$ cat src/rtl/pipe_stage_reg_if.sv
// Handshake bundle for pipe_stage_reg: upstream valid/ready/payload, downstream payload,
// flush and profiling outputs.
interface pipe_stage_reg_if #(
    parameter int unsigned DATA_W = 160,
    parameter int unsigned WEN_W  = 2,
    parameter int unsigned CNT_W  = 16
);
    logic              flush;
    logic              in_valid;
    logic              in_ready;
    logic [DATA_W-1:0] in_data;
    logic [WEN_W-1:0]  in_wen;
    logic              out_valid;
    logic              out_ready;
    logic [DATA_W-1:0] out_data;
    logic [WEN_W-1:0]  out_wen;
    logic [1:0]        occupancy;
    logic [CNT_W-1:0]  bubble_cnt;

    modport master (
        output flush, in_valid, in_data, in_wen, out_ready,
        input  in_ready, out_valid, out_data, out_wen, occupancy, bubble_cnt
    );

    modport slave (
        input  flush, in_valid, in_data, in_wen, out_ready,
        output in_ready, out_valid, out_data, out_wen, occupancy, bubble_cnt
    );
endinterface

$ cat src/rtl/pipe_stage_reg.sv
// Valid/ready pipeline stage register with flush and saturating bubble counter.
// Define PIPE_SKID_EN to build the 2-entry skid buffer with a registered in_ready.
module pipe_stage_reg #(
    parameter int unsigned DATA_W = 160,
    parameter int unsigned WEN_W  = 2,
    parameter int unsigned CNT_W  = 16
) (
    input logic            clk,
    input logic            rst,
    pipe_stage_reg_if.slave bus
);

    typedef enum logic [1:0] {
        StEmpty = 2'd0,
        StOne   = 2'd1,
        StFull  = 2'd2
    } state_e;

    state_e            state_q;
    logic              valid_q;
    logic [DATA_W-1:0] main_data_q;
    logic [WEN_W-1:0]  main_wen_q;
    logic [CNT_W-1:0]  bubble_q;

    logic in_ready;
    logic in_fire;
    logic out_fire;

`ifdef PIPE_SKID_EN
    logic              ready_q;
    logic [DATA_W-1:0] skid_data_q;
    logic [WEN_W-1:0]  skid_wen_q;

    assign in_ready = ready_q;
`else
    assign in_ready = !valid_q || bus.out_ready;
`endif

    assign in_fire  = bus.in_valid && in_ready;
    assign out_fire = valid_q && bus.out_ready;

    always_ff @(posedge clk) begin
        if (rst) begin
            state_q     <= StEmpty;
            valid_q     <= 1'b0;
            main_data_q <= '0;
            main_wen_q  <= '0;
            bubble_q    <= '0;
`ifdef PIPE_SKID_EN
            ready_q     <= 1'b1;
            skid_data_q <= '0;
            skid_wen_q  <= '0;
`endif
        end else begin
            if (!valid_q && bus.out_ready && (bubble_q != {CNT_W{1'b1}})) begin
                bubble_q <= bubble_q + CNT_W'(1);
            end

            case (state_q)
                StEmpty: begin
                    if (in_fire) begin
                        state_q     <= StOne;
                        valid_q     <= 1'b1;
                        main_data_q <= bus.in_data;
                        main_wen_q  <= bus.in_wen;
                    end
                end
                StOne: begin
                    case ({out_fire, in_fire})
                        2'b11: begin
                            main_data_q <= bus.in_data;
                            main_wen_q  <= bus.in_wen;
                        end
                        2'b10: begin
                            state_q <= StEmpty;
                            valid_q <= 1'b0;
                        end
`ifdef PIPE_SKID_EN
                        2'b01: begin
                            state_q     <= StFull;
                            ready_q     <= 1'b0;
                            skid_data_q <= bus.in_data;
                            skid_wen_q  <= bus.in_wen;
                        end
`endif
                        default: ;
                    endcase
                end
`ifdef PIPE_SKID_EN
                StFull: begin
                    if (out_fire) begin
                        state_q     <= StOne;
                        ready_q     <= 1'b1;
                        main_data_q <= skid_data_q;
                        main_wen_q  <= skid_wen_q;
                    end
                end
`endif
                default: begin
                    state_q <= StEmpty;
                    valid_q <= 1'b0;
                end
            endcase

            // Flush overrides any transition above; a beat taken this cycle is dropped.
            if (bus.flush) begin
                state_q <= StEmpty;
                valid_q <= 1'b0;
`ifdef PIPE_SKID_EN
                ready_q <= 1'b1;
`endif
            end
        end
    end

    assign bus.in_ready   = in_ready;
    assign bus.out_valid  = valid_q;
    assign bus.out_data   = main_data_q;
    assign bus.out_wen    = main_wen_q & {WEN_W{valid_q}};
    assign bus.occupancy  = state_q;
    assign bus.bubble_cnt = bubble_q;

endmodule

$ cat src/flat_wrapper.sv
// flat-port wrapper written by rule: the top's interface ports become plain ports
module pipe_stage_reg_flat 
#(
    parameter int unsigned DATA_W = 160,
    parameter int unsigned WEN_W  = 2,
    parameter int unsigned CNT_W  = 16
)
  (clk, rst, bus_flush, bus_in_valid, bus_in_data, bus_in_wen, bus_out_ready, bus_in_ready, bus_out_valid, bus_out_data, bus_out_wen, bus_occupancy, bus_bubble_cnt);
  pipe_stage_reg_if #(.DATA_W(DATA_W), .WEN_W(WEN_W), .CNT_W(CNT_W)) bus_i ();
  input logic clk;
  input logic rst;
  input wire logic [$bits(bus_i.flush)-1:0] bus_flush;
  input wire logic [$bits(bus_i.in_valid)-1:0] bus_in_valid;
  input wire logic [$bits(bus_i.in_data)-1:0] bus_in_data;
  input wire logic [$bits(bus_i.in_wen)-1:0] bus_in_wen;
  input wire logic [$bits(bus_i.out_ready)-1:0] bus_out_ready;
  output wire logic [$bits(bus_i.in_ready)-1:0] bus_in_ready;
  output wire logic [$bits(bus_i.out_valid)-1:0] bus_out_valid;
  output wire logic [$bits(bus_i.out_data)-1:0] bus_out_data;
  output wire logic [$bits(bus_i.out_wen)-1:0] bus_out_wen;
  output wire logic [$bits(bus_i.occupancy)-1:0] bus_occupancy;
  output wire logic [$bits(bus_i.bubble_cnt)-1:0] bus_bubble_cnt;
  assign bus_i.flush = bus_flush;
  assign bus_i.in_valid = bus_in_valid;
  assign bus_i.in_data = bus_in_data;
  assign bus_i.in_wen = bus_in_wen;
  assign bus_i.out_ready = bus_out_ready;
  assign bus_in_ready = bus_i.in_ready;
  assign bus_out_valid = bus_i.out_valid;
  assign bus_out_data = bus_i.out_data;
  assign bus_out_wen = bus_i.out_wen;
  assign bus_occupancy = bus_i.occupancy;
  assign bus_bubble_cnt = bus_i.bubble_cnt;
  pipe_stage_reg #(.DATA_W(DATA_W), .WEN_W(WEN_W), .CNT_W(CNT_W)) u_core (.clk(clk), .rst(rst), .bus(bus_i));
endmodule
$ cat config.mk
export PLATFORM = sky130hd
export DESIGN_NAME = pipe_stage_reg_flat
export DESIGN_NICKNAME = d
export VERILOG_FILES = /design/src/rtl/pipe_stage_reg_if.sv /design/src/rtl/pipe_stage_reg.sv /design/src/flat_wrapper.sv
export SDC_FILE = /design/constraint.sdc
export NUM_CORES = 1
export LEC_CHECK = 0
export BUFFER_PORTS_ARGS = -buffer_cell sky130_fd_sc_hd__buf_2
export CORE_MARGIN = 2
export CORE_UTILIZATION = 30
export CTS_CLUSTER_SIZE = 14
export DETAILED_ROUTE_END_ITERATION = 8
export GPL_TIMING_DRIVEN = 0
export HOLD_SLACK_MARGIN = 0.1
export PLACE_DENSITY = 0.56
export SLEW_MARGIN = 20
export SYNTH_ARGS = -nofsm -noshare
export SYNTH_HDL_FRONTEND = slang
export SYNTH_SLANG_ARGS = --single-unit
export TNS_END_PERCENT = 5
$ cat constraint.sdc
create_clock -name clk -period 3.85 [get_ports clk]
set_input_delay 0.385 -clock clk [delete_from_list [all_inputs] [get_ports clk]]
set_output_delay 0.385 -clock clk [all_outputs]
set_load 0.005 [all_outputs]
==> results of run 1 <==
power by group through the flow:
stage | sequential [uW] | clock [uW] | combinational, uW
after global placement | 2040 | 0 | 461
after floorplan | 2050 | 0 | 192
after CTS | 2000 | 1890 | 465
after global routing | 2010 | 1960 | 519
after detailed placement | 2040 | 0 | 463
final | 2000 | 1840 | 456
how the worst min path moves through the flow:
| stage | startpoint | end | slack [ns] | cells past startpoint |
|---|---|---|---|---|
| final | bus_flush | u_core.bus.out_valid$_SDFFE_PP0P_ | 0.12 | 2 |
| after global routing | bus_flush | u_core.bus.out_valid$_SDFFE_PP0P_ | 0.10 | 2 |
| after CTS | bus_flush | u_core.bus.out_valid$_SDFFE_PP0P_ | 0.10 | 2 |
| after detailed placement | u_core.bus.out_data[153]$_SDFFE_PP0P_ | u_core.bus.out_data[153]$_SDFFE_PP0P_ | 0.44 | 2 |
| after global placement | u_core.bus.out_data[43]$_SDFFE_PP0P_ | u_core.bus.out_data[43]$_SDFFE_PP0P_ | 0.44 | 2 |
| after floorplan | u_core.main_wen_q[0]$_SDFFE_PP0P_ | u_core.main_wen_q[0]$_SDFFE_PP0P_ | 0.43 | 2 |
cell families (layout without fill, tap and decap cells):
group | Yosys count | after routing | synth area share (%)
AO/OA/AOI/OAI | 183 | 183 | 14.9
XOR/XNOR | 1 | 1 | 0.137
adder cells (fa/ha/maj) | 1 | 1 | 0.195
buffers and inverters | 61 | 439 | 4.06
flip-flops | 179 | 179 | 55.8
multiplexers | 5 | 5 | 0.858
other | 1 | 2 | 0.0584
AND/OR/NAND/NOR | 375 | 375 | 24.0
synthesized netlist by cell type, types with 2 or more instances:
master,n
nor2b_1,4
inv_1,4
mux2_1,4
clkbuf_1,34
nand2_1,331
buf_4,2
nand4_2,3
nand4_1,6
or4_1,3
and2_1,3
buf_2,19
nor2_1,7
buf_1,2
nand3_1,3
o21ai_0,4
a21oi_1,169
dfxtp_1,179
or3_1,3
o31ai_1,3
cell type report:
type	instances	area, sq um
Antenna cell	1	2.50
Buffer	57	245
Clock buffer	19	443
Clock inverter	12	171
Fill cell	2205	11900
Inverter	4	15.0
Multi-Input combinational cell	566	2570
Sequential cell	179	3580
Tap cell	275	344
Timing Repair Buffer	347	1740
registers in the layout, summed over array words and instances, names as in the netlist:
name and flops:
u_core.bus.out_data 160, u_core.bus.bubble_cnt 16, u_core.bus.out_valid 1, u_core.main_wen_q 2
per-stage QoR:
| stage | total power [uW] | cell area (sq um) |
|---|---|---|
| finish | 4300 | 9110 |
| global route | 4500 | 9110 |
| CTS | 4360 | 9110 |
| detailed placement | 2510 | 8500 |
| global placement | 2500 | 8500 |
| floorplan | 2240 | 6420 |
layer usage:
metal,share of wire (%),track usage [%],vias to the layer above,wire length [microns]
met5,0,0,-,0
met4,1.3,6.04,0,286
met3,11,7.06,20,2250
met2,47,31.4,263,10200
met1,41,21.0,2949,8720
li1,-,-,3369,-
cells in the final DEF (no fill, tap or decap), types with 2 or more instances in the layout:
| cell | count |
|---|---|
| buf_2 | 366 |
| nand2_1 | 331 |
| dfxtp_1 | 179 |
| a21oi_1 | 169 |
| clkbuf_1 | 35 |
| clkbuf_16 | 17 |
| nor2_1 | 7 |
| nand4_1 | 6 |
| nor2b_1 | 4 |
| mux2_1 | 4 |
| inv_1 | 4 |
| o21ai_0 | 4 |
| and2_1 | 3 |
| nand3_1 | 3 |
| nand4_2 | 3 |
| o31ai_1 | 3 |
| or4_1 | 3 |
| or3_1 | 3 |
| clkinv_4 | 3 |
| bufinv_16 | 3 |
| buf_1 | 2 |
| buf_4 | 2 |
| inv_6 | 2 |
| clkinvlp_4 | 2 |
| inv_8 | 2 |
==> summary.md, run 1 <==
| Metric | Value |
|---|---|
| Synth area leaders | dfxtp_1 (56%), nand2_1 (19%), a21oi_1 (13%), clkbuf_1 (2.0%), buf_2 (1.5%) |
| Post-synth net total | 974 |
| Critical path capture point type | flop |
| CP endpoint | u_core.bus.out_data[78]$_SDFFE_PP0P_ |
| Worst path slowest cell | dfxtp_1 |
| Mapped Avg Cell Area | 7.96 sq um |
| Crit path largest cell delay | 0.46 ns |
| Critical Path AT | 2.31 ns |
| Most used DFF post-synth | dfxtp_1 |
| GPL Wtd Cong | 0.765 |
| RSZ-0062 raised after global routing | no |
| Antenna violations before repair | 0 |
| Worst-Margin Slew | 0.692 ns |
| Setup Buffers After CTS | 0 |
| Count of cell types in the netlist | 42 |
| Hold_ws | 0.124 ns |
| Placed insts | 1,428 |
| Die width | 150 microns |
| Clock Latency Late Sink | 0.42 ns |
| Fin. Hold Viols | 0 |
| Synth top area share | 55.8% |
| Port buffer count | 347 |
| Dominant cell type by area after synthesis | dfxtp_1 |
| Crit share post-route | 50.8% |
| CP delay by family, top | simple AND/OR/NAND/NOR gates |
| Relative slew slack | 53.9% |
| Cells after synthesis | 806 |
| Leakage | 0.00437 uW |
| Hpwl dp | 16,200 microns |
| CTS tree | done |
| Initial DRC count | 206 |
| Max clock buf depth | 2 |
| Number of global-route vias before repair | 6,275 |
| R2R Setup Slk | 1.89 ns |
| Total Nets Final | 1,340 |
| Die Y | 150 microns |
| CP Max Fanout | 10 |
| Remaining Overflow, GRT | 0 |
| Final worst-path setup slack | 1.89 ns |
| Yosys reg bits | 179 |
| P&R area growth vs syn | 42.0% |
| Core area | 21,000 sq um |
| Status | finished clean |
| Comb power frac | 10.6% |
| R2R depth | 6 |
| Maxcap violations | 0 |
| WL final | 21,400 microns |
| Setup TNS | 0 ns |
| Switching Share | 25.4% |
| Power per cell area | 472 nW/um^2 |
| Clock period minus worst slack | 1.96 ns |
| Seq/Total Area, Yosys | 55.8% |
| CP startpoint | u_core.bus.out_valid$_SDFFE_PP0P_ |
| # IOs | 349 |
| Skew final | 0.00814 ns |
| Fin. max-slew vios | 0 |
| Layout cells sized above 1 | 34.3% |
| Num rows | 53 |
| Remaining DRCs | 0 |
| Root buf cell | clkbuf_16 |
| CTS H-tree lvls | 4 |
| Worst Setup Start Kind | flop |
| Buf+Inv Stages, Crit Path | 2 |
| Post-route ant nets | 0 |
| Clock Sinks | 179 |
| R2R Path Start | u_core.bus.out_valid$_SDFFE_PP0P_ |
| Post-route insts no fill | 1,460 |
| Yosys warns | 0 |
| Worst reg2reg endpoint | u_core.bus.out_data[78]$_SDFFE_PP0P_ |
| Largest net degree at the start of global routing | 17 |
| Tot GR Track Use | 18.3% |
| Clock network fraction of design power | 42.8% |
| Initial core utilization | 30.5% |
| Drt pass-1 iters | 4 |
| Setup WS pre-CTS | 1.67 ns |
| P_sw | 1090 uW |
| Endpoints failing setup | 0 |
| Clock-pin transition on the worst setup and hold timing paths | 0.07 ns |
| Worst vdd ir | 281 uV |
| Ys async rst share | 0% |
| Final design utilization | 43.4% |
| CP Depth | 6 |
| Seq pwr share | 46.6% |
| TritonCTS Buffers | 17 |
| Critical Path RT | 4.20 ns |
| Number of hold buffers added after cts | 0 |
| First-pass GRT wire length | 32,400 microns |
| Critical path class | flop to flop |
| Worst hold-check path type | input pin to flop |
| Drt wl/cell | 14.7 microns |
| Die area | 22,600 sq um |
| Synthesized area | 6420 sq um |
| Crit path cell chain | nand2b_1, nand2_1, buf_2, buf_2, nand2_1, a21oi_1 |
| Via count | 6,601 |
| EDFF count, synth | 0 |
| Vias per inst | 4.52 |
| Pint | 3210 uW |
| CTS resizes | 0 |
| Fmax achieved | 511 MHz |
Note: power is estimated with default switching activity, not from simulation.
==> run 2, diff against run 1 <==
clock period = 1.8 ns   (was 3.85 ns; I/O delays follow)
==> summary.md, run 2 (same netlist as run 1, synthesis figures left out) <==
| Metric | Value |
|---|---|
| Fmax achieved | 583 MHz (+14%) |
| Critical path capture point type | flop |
| Hold_ws | 0.173 ns (+0.0490 ns) |
| Initial core utilization | 30.5% (unchanged) |
| Status | finished clean |
| Die width | 150 microns (unchanged) |
| Clock period minus worst slack | 1.72 ns (-0.240 ns) |
| Power per cell area | 876 nW/um^2 (+86%) |
| Worst hold-check path type | input pin to flop |
| # IOs | 349 (unchanged) |
| Worst Setup Start Kind | flop |
| Worst vdd ir | 602 uV (+110%) |
| Most frequent cells in the layout | buf_2 (362), nand2_1 (330), dfxtp_1 (177) |
| Critical Path AT | 2.02 ns (-0.29 ns) |
| Clock Latency Late Sink | 0.42 ns (about the same) |
| Diodes inserted | 0 (-1) |
| WL final | 23,300 microns (+8.9%) |
| Root buf cell | clkbuf_16 |
| Critical path class | flop to flop |
| Die Y | 150 microns (unchanged) |
| RSZ-0062 raised after global routing | yes |
| CTS tree | done |
| Critical Path RT | 2.10 ns (-2.10 ns) |
| Via count | 7,246 (+9.8%) |
| Max reg flops | 160 (unchanged) |
| Relative slew slack | 53.8% (-0.10 points) |
| Clock-pin transition on the worst setup and hold timing paths | 0.07 ns (about the same) |
| Max clock buf depth | 2 (unchanged) |
| Remaining Overflow, GRT | 0 (unchanged) |
| Hpwl dp | 16,200 microns (unchanged) |
| Crit share post-route | 95.3% (+45 points) |
| Number of global-route vias before repair | 7,155 (+14%) |
| Remaining DRCs | 0 (unchanged) |
| Initial DRC count | 215 (+4.4%) |
| Core area | 21,000 sq um (unchanged) |
| Fin. Hold Viols | 0 (unchanged) |
| CP Max Fanout | 6 (-4) |
| Layout cells sized above 1 | 30.9% (-3.4 points) |
| Maxcap violations | 0 (unchanged) |
| Final worst-path setup slack | 0.0841 ns (-1.81 ns) |
| Largest net degree at the start of global routing | 17 (unchanged) |
| Drt wl/cell | 14.4 microns (-2.1%) |
| Num rows | 53 (unchanged) |
| First-pass GRT wire length | 35,600 microns (+9.7%) |
| Fill cells | 1,986 (-9.9%) |
| Most common cell after layout, fill and taps aside | buf_2 |
| Tot GR Track Use | 19.8% (+1.5 points) |
| Skew final | 0.00775 ns (-0.000383 ns) |
| Worst-Margin Slew | 0.693 ns (+0.00154 ns) |
| CTS H-tree lvls | 4 (unchanged) |
| Leakage | 0.00512 uW (+17%) |
| Antenna violations before repair | 0 (unchanged) |
| Setup WS pre-CTS | -0.232 ns (-1.90 ns) |
| Drt pass-1 iters | 4 (unchanged) |
| TritonCTS Buffers | 17 (unchanged) |
| P&R area growth vs syn | 69.2% |
| GPL Wtd Cong | 0.765 (unchanged) |
| Clock Sinks | 179 (unchanged) |
| Post-route ant nets | 0 (unchanged) |
| Port buffer count | 347 (unchanged) |
| Fin. max-slew vios | 0 (unchanged) |
| Endpoints failing setup | 0 (unchanged) |
| Total Nets Final | 1,506 (+12%) |
| Vias per inst | 4.46 (-1.4%) |
| Die area | 22,600 sq um (unchanged) |
run 2: layout make-up:
class | instances | area [sq um] | share of cell area (%)
Sequential cell | 179 | 3590 | 33.1
Buffer | 57 | 262 | 2.41
Clock buffer | 19 | 443 | 4.08
Clock inverter | 12 | 171 | 1.58
Timing Repair Buffer | 513 | 3400 | 31.3
Tap cell | 275 | 344 | 3.17
Inverter | 4 | 15.0 | 0.138
Multi-Input combinational cell | 566 | 2640 | 24.3
run 2: where the power goes:
| part | switching [uW] | internal, uW | total, uW |
|---|---|---|---|
| Combinational | 610 | 675 | 1280 |
| Sequential | 113 | 4170 | 4290 |
| Clock | 1690 | 2250 | 3940 |
run 2: final timing paths:
| kind | from | end | slack, ns | cells past startpoint |
|---|---|---|---|---|
| worst min register to register | u_core.bus.out_data[130]$_SDFFE_PP0P_ | u_core.bus.out_data[130]$_SDFFE_PP0P_ | 0.45 | 2 |
| worst max register to register | u_core.bus.bubble_cnt[1]$_SDFFE_PP0P_ | u_core.bus.bubble_cnt[0]$_SDFFE_PP0P_ | 0.08 | 5 |
| worst max-delay path | u_core.bus.bubble_cnt[1]$_SDFFE_PP0P_ | u_core.bus.bubble_cnt[0]$_SDFFE_PP0P_ | 0.08 | 5 |
| worst min-delay path | bus_out_ready | u_core.bus.bubble_cnt[2]$_SDFFE_PP0P_ | 0.17 | 3 |
run 2: worst max-delay path, cell delays in order, from the launching register on:
cell	delay (ns)
dfxtp_2	0.41
ha_4	0.19
nand4_1	0.21
nor4_4	0.32
nor3b_1	0.14
mux2_1	0.33
run 2: repair_timing:
| action | in CTS | in global routing |
|---|---|---|
| hold buffers | 165 | 0 |
| resized for setup | 11 | 11 |
| setup buffers | 0 | 1 |
| pin swaps | 0 | 2 |
| endpoints found under the setup margin | 153 | 150 |
| hold endpoints to repair | 164 | 0 |
run 2: through the flow:
| stage | total power (uW) | setup TNS (ns) | instances | cell area, sq um | utilization (%) |
|---|---|---|---|---|---|
| finish | 9510 | 0 | 1625 | 10900 | 51.6 |
| global route | 9930 | -0.00130 | 1625 | 10900 | 51.6 |
| CTS | 9610 | -0.0179 | 1624 | 10800 | 51.4 |
| detailed placement | 5360 | -21.57 | 1428 | 8500 | 40.4 |
| global placement | 5350 | -14.07 | 1428 | 8500 | 40.4 |
| floorplan | 4800 | 0 | 806 | 6420 | - |
run 2: metal layers:
layer	share of wire, %	routed length [microns]	global-route usage [%]	vias to the layer above
met4	1.3	298	5.85	0
met5	0	0	0	-
met3	7.9	1860	5.88	22
met1	42	9820	22.9	3261
met2	49	11400	35.4	264
li1	-	-	-	3699
